$ cat src/rtl/rr_issue_arbiter_pkg.sv
// Shared types and helpers for the round-robin issue arbiter.
// Holds the FSM state encoding and a one-hot to binary index converter.
package arb_pkg;

    typedef enum logic [0:0] {
        ARB_IDLE = 1'b0,
        ARB_BUSY = 1'b1
    } arb_state_t;

    localparam int ARB_MAX_W = 256;

    // Fixed maximum width; callers zero-extend their one-hot and truncate the result.
    function automatic logic [7:0] onehot_to_idx(input logic [ARB_MAX_W-1:0] oh);
        logic [7:0] idx;
        idx = '0;
        for (int i = 0; i < ARB_MAX_W; i++) begin
            if (oh[i]) idx = idx | 8'(i);
        end
        return idx;
    endfunction

endpackage

$ cat src/rtl/rr_issue_arbiter_if.sv
// Request/issue handshake bundle between the requesters, the arbiter and the downstream port.
// master: the arbiter side; slave: the requesters plus the downstream consumer.
interface rr_issue_arbiter_if #(
    parameter int WIDTH  = 4,
    parameter int DATA_W = 32,
    parameter int IDX_W  = $clog2(WIDTH)
);
    logic [WIDTH-1:0]        req_valid;
    logic [WIDTH*DATA_W-1:0] req_data;
    logic [WIDTH-1:0]        req_ready;
    logic                    out_valid;
    logic [WIDTH-1:0]        out_sel;
    logic [IDX_W-1:0]        out_idx;
    logic [DATA_W-1:0]       out_data;
    logic                    out_ready;

    modport master (
        input  req_valid, req_data, out_ready,
        output req_ready, out_valid, out_sel, out_idx, out_data
    );

    modport slave (
        output req_valid, req_data, out_ready,
        input  req_ready, out_valid, out_sel, out_idx, out_data
    );
endinterface

$ cat src/rtl/rr_issue_arbiter_find_last1.sv
// Priority encoder: one-hot of the highest set bit of vec.
// With no bit set it returns the MSB, so callers must gate the result with |vec.
module find_last1 #(
    parameter int W = 4
) (
    input  logic [W-1:0] vec,
    output logic [W-1:0] hit
);
    always_comb begin
        hit        = '0;
        hit[W-1]   = 1'b1;
        for (int i = 0; i < W; i++) begin
            if (vec[i]) begin
                hit    = '0;
                hit[i] = 1'b1;
            end
        end
    end
endmodule

$ cat src/rtl/rr_issue_arbiter.sv
// Round-robin arbiter sharing one registered issue port among WIDTH requesters.
// Optional perf counters are built when RR_ISSUE_ARB_PERF_EN is defined.
//
// state    | meaning
// ARB_IDLE | no grant held, out_valid low
// ARB_BUSY | grant held stable in sel_q/idx_q/data_q until out_ready
module rr_issue_arbiter
    import arb_pkg::*;
#(
    parameter int WIDTH  = 4,
    parameter int DATA_W = 32
) (
    input  logic                clock,
    input  logic                reset,
    rr_issue_arbiter_if.master  bus
`ifdef RR_ISSUE_ARB_PERF_EN
    ,
    output logic [31:0]         perf_fire_cnt,
    output logic [31:0]         perf_stall_cnt
`endif
);
    localparam int IDX_W = $clog2(WIDTH);

    arb_state_t          state_q, state_d;
    logic                firing, load;
    logic [WIDTH-1:0]    sel_q, last_q, last_eff;
    logic [WIDTH-1:0]    cand, mask_c, hit_m, hit_c, next_sel;
    logic                any_m, any_c;
    logic [IDX_W-1:0]    idx_q;
    logic [DATA_W-1:0]   data_q, next_data;

    assign firing = (state_q == ARB_BUSY) && bus.out_ready;

    // On a fire the just-issued requester sits out this selection and becomes the new pointer.
    assign cand     = firing ? (bus.req_valid & ~sel_q) : bus.req_valid;
    assign last_eff = firing ? sel_q : last_q;
    assign mask_c   = cand & (last_eff - WIDTH'(1));
    assign any_m    = |mask_c;
    assign any_c    = |cand;

    find_last1 #(.W(WIDTH)) u_find_masked (.vec(mask_c), .hit(hit_m));
    find_last1 #(.W(WIDTH)) u_find_full   (.vec(cand),   .hit(hit_c));

    assign next_sel = any_m ? hit_m : (any_c ? hit_c : '0);

    always_comb begin
        next_data = '0;
        for (int i = 0; i < WIDTH; i++) begin
            next_data = next_data | ({DATA_W{next_sel[i]}} & bus.req_data[i*DATA_W +: DATA_W]);
        end
    end

    always_ff @(posedge clock) begin
        if (reset) state_q <= ARB_IDLE;
        else       state_q <= state_d;
    end

    always_comb begin
        state_d = state_q;
        load    = 1'b0;
        case (state_q)
            ARB_IDLE: begin
                if (any_c) begin
                    state_d = ARB_BUSY;
                    load    = 1'b1;
                end
            end
            ARB_BUSY: begin
                if (bus.out_ready) begin
                    if (any_c) load    = 1'b1;
                    else       state_d = ARB_IDLE;
                end
            end
            default: state_d = ARB_IDLE;
        endcase
    end

    always_ff @(posedge clock) begin
        if (reset) begin
            sel_q  <= '0;
            idx_q  <= '0;
            data_q <= '0;
            last_q <= WIDTH'(1);
        end else begin
            if (firing) last_q <= sel_q;
            if (load) begin
                sel_q  <= next_sel;
                idx_q  <= IDX_W'(onehot_to_idx(ARB_MAX_W'(next_sel)));
                data_q <= next_data;
            end else if (firing) begin
                sel_q <= '0;
                idx_q <= '0;
            end
        end
    end

    // Reset wins over a simultaneous accept, so no pulse escapes in that cycle.
    assign bus.req_ready = (firing && !reset) ? sel_q : '0;
    assign bus.out_valid = (state_q == ARB_BUSY);
    assign bus.out_sel   = sel_q;
    assign bus.out_idx   = idx_q;
    assign bus.out_data  = data_q;

`ifdef RR_ISSUE_ARB_PERF_EN
    always_ff @(posedge clock) begin
        if (reset) begin
            perf_fire_cnt  <= '0;
            perf_stall_cnt <= '0;
        end else begin
            if (firing) perf_fire_cnt <= perf_fire_cnt + 32'd1;
            if ((state_q == ARB_BUSY) && !bus.out_ready) perf_stall_cnt <= perf_stall_cnt + 32'd1;
        end
    end
`endif

endmodule

$ cat src/flat_wrapper.sv
// flat-port wrapper written by rule: the top's interface ports become plain ports
module rr_issue_arbiter_flat import arb_pkg::*;
#(
    parameter int WIDTH  = 4,
    parameter int DATA_W = 32
)
  (clock, reset, bus_req_valid, bus_req_data, bus_out_ready, bus_req_ready, bus_out_valid, bus_out_sel, bus_out_idx, bus_out_data);
  rr_issue_arbiter_if #(.WIDTH(WIDTH), .DATA_W(DATA_W)) bus_i ();
  input  logic clock;
  input  logic reset;
  input wire logic [$bits(bus_i.req_valid)-1:0] bus_req_valid;
  input wire logic [$bits(bus_i.req_data)-1:0] bus_req_data;
  input wire logic [$bits(bus_i.out_ready)-1:0] bus_out_ready;
  output wire logic [$bits(bus_i.req_ready)-1:0] bus_req_ready;
  output wire logic [$bits(bus_i.out_valid)-1:0] bus_out_valid;
  output wire logic [$bits(bus_i.out_sel)-1:0] bus_out_sel;
  output wire logic [$bits(bus_i.out_idx)-1:0] bus_out_idx;
  output wire logic [$bits(bus_i.out_data)-1:0] bus_out_data;
  assign bus_i.req_valid = bus_req_valid;
  assign bus_i.req_data = bus_req_data;
  assign bus_i.out_ready = bus_out_ready;
  assign bus_req_ready = bus_i.req_ready;
  assign bus_out_valid = bus_i.out_valid;
  assign bus_out_sel = bus_i.out_sel;
  assign bus_out_idx = bus_i.out_idx;
  assign bus_out_data = bus_i.out_data;
  rr_issue_arbiter #(.WIDTH(WIDTH), .DATA_W(DATA_W)) u_core (.clock(clock), .reset(reset), .bus(bus_i));
endmodule
$ cat config.mk
export PLATFORM = sky130hd
export DESIGN_NAME = rr_issue_arbiter_flat
export DESIGN_NICKNAME = d
export VERILOG_FILES = /design/src/rtl/rr_issue_arbiter_pkg.sv /design/src/rtl/rr_issue_arbiter_if.sv /design/src/rtl/rr_issue_arbiter_find_last1.sv /design/src/rtl/rr_issue_arbiter.sv /design/src/flat_wrapper.sv
export SDC_FILE = /design/constraint.sdc
export NUM_CORES = 1
export LEC_CHECK = 0
export ABC_AREA = 0
export BUFFER_PORTS_ARGS = -buffer_cell sky130_fd_sc_hd__buf_2
export CAP_MARGIN = 5
export CORE_UTILIZATION = 41
export DETAILED_ROUTE_END_ITERATION = 8
export PLACE_DENSITY = 0.78
export SYNTH_ARGS = -nofsm -noshare
export SYNTH_HDL_FRONTEND = slang
export SYNTH_SLANG_ARGS = --single-unit
export TNS_END_PERCENT = 20
$ cat constraint.sdc
create_clock -name clock -period 3.7 [get_ports clock]
set_clock_uncertainty 0.15 [all_clocks]
set_input_delay 0.37 -clock clock [delete_from_list [all_inputs] [get_ports clock]]
set_output_delay 0.37 -clock clock [all_outputs]
set_load 0.01 [all_outputs]
# ---- After elaboration in Yosys (flattened, before gate mapping)
# Cells that the tools add are included.
dict set report totals {
  regBits 43
  input_bits 135
  output_inout_bits 43
}
dict set report op_classes {
  n_addsub 1
  muxes 25
  n_bitwise 11
  n_reduce_logical 6
}
# cell n
set op_table {}
lappend op_table {{AND 32 bit} 4}
lappend op_table {{OR 32 bit} 3}
lappend op_table {{two-way mux 4 bit} 15}
lappend op_table {{AND 4 bit} 2}
lappend op_table {{two-way mux 2 bit} 4}
lappend op_table {{OR reduction 4 bit} 2}
lappend op_table {{two-way mux 1 bit} 4}
lappend op_table {{NOT 4 bit} 1}
lappend op_table {{one-hot mux 1 bit (2 select lines)} 2}
lappend op_table {{subtractor 4 x 1 -> 4 bit, second input constant} 1}
lappend op_table {{logical AND 1 bit} 2}
lappend op_table {{nonzero test 2 bit} 1}
lappend op_table {{zero test 1 bit} 1}
lappend op_table {{NOT 1 bit} 1}

# ---- Logic depth before layout (Yosys ltp)
dict set report logic_depth {
  word_depth 13
  mapped_depth 11
  mapped_depth_nobuf 9
}

# ---- Modules after synthesis
# Synthesis repeated with hierarchy kept, for this count alone.
dict set report hier_totals {
  cells_unflattened 287
  area_unflattened_um2 2391.0
}
# module instances cells_each area_each_um2
set by_module_without_submodules {}
lappend by_module_without_submodules {rr_issue_arbiter 1 277 2311.0}
lappend by_module_without_submodules {find_last1 2 5 40.0}

# ---- Worst setup path after synthesis
# OpenSTA, ideal clock, no wires.
dict set report synth_timing {
  path_type {register to register}
  start {register u_core.state_q (netlist: u_core.bus.out_valid)}
  end {register u_core.data_q[13] (netlist: u_core.bus.out_data[13])}
  arrival_time_ns 2.441
  t_required_ns 3.474
  slack_ns 1.033
  path_stages_with_launch 12
  path_buffers 2
  cell_sequence {dfxtp_1 -> buf_6 -> nand3_1 -> and2_1 -> ha_1 -> and4b_1 -> a21oi_1 -> o211ai_1 -> nor4_4 -> buf_2 -> a222oi_1 -> o22ai_1}
}
dict set report synth_via {
  elab_chain_len 13
  elab_cells_between_ends 28
  cone_classes {1 x add/sub; 15 x mux; 9 x bitwise; 3 x reduce/logical}
}
# item line_no
set synth_rtl {}
lappend synth_rtl {{start, declared} rr_issue_arbiter.sv:24} ;# arb_state_t state_q, state_d;
lappend synth_rtl {{start signal, assigned} rr_issue_arbiter.sv:55} ;# else state_q <= state_d;
lappend synth_rtl {{logical AND 1 bit} rr_issue_arbiter.sv:32} ;# assign firing = (state_q == ARB_BUSY) && bus.out_ready;
lappend synth_rtl {{two-way mux 4 bit} --}
lappend synth_rtl {{subtractor 4 x 1 -> 4 bit} rr_issue_arbiter.sv:37} ;# assign mask_c = cand & (last_eff - WIDTH'(1));
lappend synth_rtl {{AND 4 bit} rr_issue_arbiter.sv:37}
lappend synth_rtl {{two-way mux 4 bit (4 in a row)} rr_issue_arbiter_find_last1.sv:13} ;# if (vec[i]) begin
lappend synth_rtl {{two-way mux 4 bit} rr_issue_arbiter.sv:44} ;# assign next_sel = any_m ? hit_m : (any_c ? hit_c : '0);
lappend synth_rtl {{AND 32 bit} rr_issue_arbiter.sv:49} ;# next_data = next_data | ({DATA_W{next_sel[i]}} & bus.req_data[i*DATA_W +: DATA_W]);
lappend synth_rtl {{OR 32 bit (3 in a row)} rr_issue_arbiter.sv:49}
lappend synth_rtl {{end signal, assigned} rr_issue_arbiter.sv:89} ;# data_q <= next_data;
lappend synth_rtl {{end, declared} rr_issue_arbiter.sv:30} ;# logic [DATA_W-1:0] data_q, next_data;
# Several ways; a longest one is shown, not always the timed one.
# A chain may end at the register's enable or synchronous reset.

# ---- Final worst setup path
dict set report layout_timing {
  start {register u_core.state_q (netlist: u_core.bus.out_valid)}
  end {register u_core.data_q[11] (netlist: u_core.bus.out_data[11])}
}
# The elaborated chain is that of the path after synthesis.

==> out/qor.csv <==
metric,value,unit
switching_power,427,uW
synth_seq_cells,43,
cp-start-kind,register,
num_antenna_cells,0,
synth_top_area_share,35.7,%
num_rows,27,
fin_tns_setup,0,ns
cp_max_fo,15,
worstSetupPathType,register to register,
dominantRegCellSynth,dfxtp_1,
critPathLaunch,u_core.bus.out_valid$_SDFF_PP0_,
path_clk_slew,0.08,ns
grt_usage,25.3,%
cts_made_buffers,5,
die_y,78.7,um
wl,7910,um
hpwlAfterDp,5730,um
timing.rr.end,u_core.bus.out_data[11]$_SDFFE_PP0P_,
antenna_found_initial,0,
p_leak,0.00154,uW
slew_headroom,26.7,%
finalMaxSlewViolations,0,
synth_seq_area_share,35.7,%
rsz0062_at_grt,no,
start_util,43.3,%
p_sw_share,31.2,%
grt_pass1_wl,12300,um
clock_latency,0.29,ns
drcViolationCount,0,
powerDensity,410,mW/mm^2
worstPathRequired,3.75,ns
core-area,0.00557,mm^2
crit_arrival,3.46,ns
final_area,0.00334,mm^2
comb_power_share,31.9,%
seq_power_share,40.6,%
cts_root_buf,clkbuf_8,
postSynthAreaPerCell,10.3,um^2
post-route-period-util,92.3,%
place.gp.congestion,0.918,
layout.nets,540,
setup_violations,0,
boundaryPins,178,
dpl-instance-area,0.00320,mm^2
cts_tree,built,
finalHoldViolCount,0,
clkPwrFrac,27.6,%
synth_enable_flop_cells,0,
worstRegToRegCells,10,
num_vias,2811,
htree_levels,2,
status,completed,
synth_largest_area_cell,dfxtp_1,
cts_hold_buf,0,
critPathCapture,u_core.bus.out_data[11]$_SDFFE_PP0P_,
syn_nets,371,
grt-ovfl-total,0,
area_growth_syn_to_layout,38.5,%
cts.sinks,43,
netlist-cell-type-count,47,
hold_class,input pin to register,
viasPerCell,5.89,
cap_violations,0,
rrSetupSlack,0.29,ns
max_freq,293,MHz
grt_max_degree,35,
yosysWarnings,0,
port-buffer-count,177,
fin_crit,3.41,ns
drtIter0Drc,247,
die_area,0.00619,mm^2
ant_nets,0,
ir_worst_vdd,0.227,mV
first_pass_iters,8,
synth_area_leaders,"dfxtp_1 36%, a222oi_1 14%, a32oi_1 6.2%",
die_x,78.7,um
syn-cell-area,0.00241,mm^2
reg2reg_from,u_core.bus.out_valid$_SDFF_PP0_,
critPathCaptureType,register,
grt_pass1_vias,2693,
p_int,942,uW
drive_gt1_share,53.1,%
wire_per_inst,16.6,um
ys_async_sr_fraction,0,%
postSynthCellCount,235,
worst_pin_slew,1.10,ns
cts.path.max_buffers,2,
-- worst min path at each step --
stage	to	start	cells past startpoint
global route	u_core.bus.out_data[1]$_SDFFE_PP0P_	bus_req_data[1]	3
CTS	u_core.bus.out_data[10]$_SDFFE_PP0P_	bus_req_data[10]	3
floorplan	u_core.last_q[2]$_SDFF_PP0_	u_core.last_q[2]$_SDFF_PP0_	2
detailed placement	u_core.bus.out_idx[1]$_SDFFE_PP0P_	u_core.bus.out_idx[1]$_SDFFE_PP0P_	2
global placement	u_core.bus.out_idx[1]$_SDFFE_PP0P_	u_core.bus.out_idx[1]$_SDFFE_PP0P_	2
finish	u_core.bus.out_data[30]$_SDFFE_PP0P_	bus_req_data[30]	3
-- cell families after synthesis --
family	Yosys count	share of synthesized area [%]
flops	43	35.7
mux	1	0.571
fa+ha+maj	1	0.519
compound gates	122	40.5
xor+xnor	1	0.363
buf+inv	27	10.7
simple gates	40	11.6
-- registers in the layout, indices dropped and copies added, names as in the netlist --
signal                flops
u_core.bus.out_valid      1
u_core.last_q             4
u_core.bus.out_sel        4
u_core.bus.out_data      32
u_core.bus.out_idx        2
-- power by group through the flow --
stage               logic, uW  registers [uW]  clock network [uW]
global route              478             561                 409
detailed placement        431             566                   0
global placement          424             564                   0
finish                    436             555                 377
CTS                       433             555                 386
floorplan                 259             586                   0
-- final cells by class --
| cell class | count | area, um^2 |
|---|---|---|
| clock inverters | 2 | 35.0 |
| clock buffers | 6 | 82.6 |
| well taps | 72 | 90.1 |
| fillers | 515 | 2230 |
| repair buffers | 187 | 961 |
| inverters | 2 | 7.51 |
| flip-flops and latches | 43 | 861 |
| multi-input cells | 165 | 1300 |
-- through the flow --
| stage | util, % | hold WS (ns) | std cells | power (uW) | worst slack [ns] |
|---|---|---|---|---|---|
| CTS | 59.5 | 0.183 | 475 | 1370 | 0.288 |
| floorplan | - | 0.321 | 235 | 845 | 1.03 |
| detailed placement | 57.4 | 0.353 | 467 | 997 | 0.309 |
| global route | 59.9 | 0.203 | 477 | 1450 | 0.0294 |
| global placement | 57.4 | 0.336 | 467 | 988 | 0.455 |
| finish | 59.9 | 0.192 | 477 | 1370 | 0.287 |
-- critical path, cell delays in order (launching register included) --
cell	delay (ns)
dfxtp_1	0.63
nand3_1	0.29
and2_1	0.24
ha_1	0.22
and4b_1	0.18
a21oi_1	0.28
o211ai_1	0.20
nor4_4	0.49
buf_4	0.31
a222oi_1	0.11
o22ai_1	0.21
-- routing by layer --
metal,part of all wire (%),track usage (%)
met3,9.1,5.23
met4,1.4,10.0
met1,39,28.2
met2,51,46.3
met5,0,0
-- cell usage after synthesis, types with 4 or more instances --
cell type and n:
a222oi_1 33, nor3b_1 4, nand3_1 6, a21oi_1 26, nor2_1 9, buf_6 7, nand2_1 4, a22oi_1 16
dfxtp_1 43, a32oi_1 17, buf_2 4, o22ai_1 15, clkbuf_8 6
-- layout by cell type, fill, tap and decap left out, drive strengths merged, types with 2 or more instances in the layout --
cell type,Yosys,final
a32oi,17,17
o22ai,15,15
a22oi,17,17
nor3,2,2
nor3b,4,4
a21oi,26,26
nor2,9,9
a31oi,2,2
a21bo,2,2
a211oi,2,2
buf,15,187
inv,2,2
clkbuf,9,6
a222oi,33,33
nand3,8,8
dfxtp,43,43
o211ai,3,3
nand2,5,5
nand2b,3,3
nor4,2,2
and2,2,2
-- repair_timing --
item | 4_1_cts | 5_1_grt
gates resized for setup | 0 | 1
setup endpoints to repair | 0 | 8
buffers inserted | 0 | 2
(Power assumes the default switching activity.)
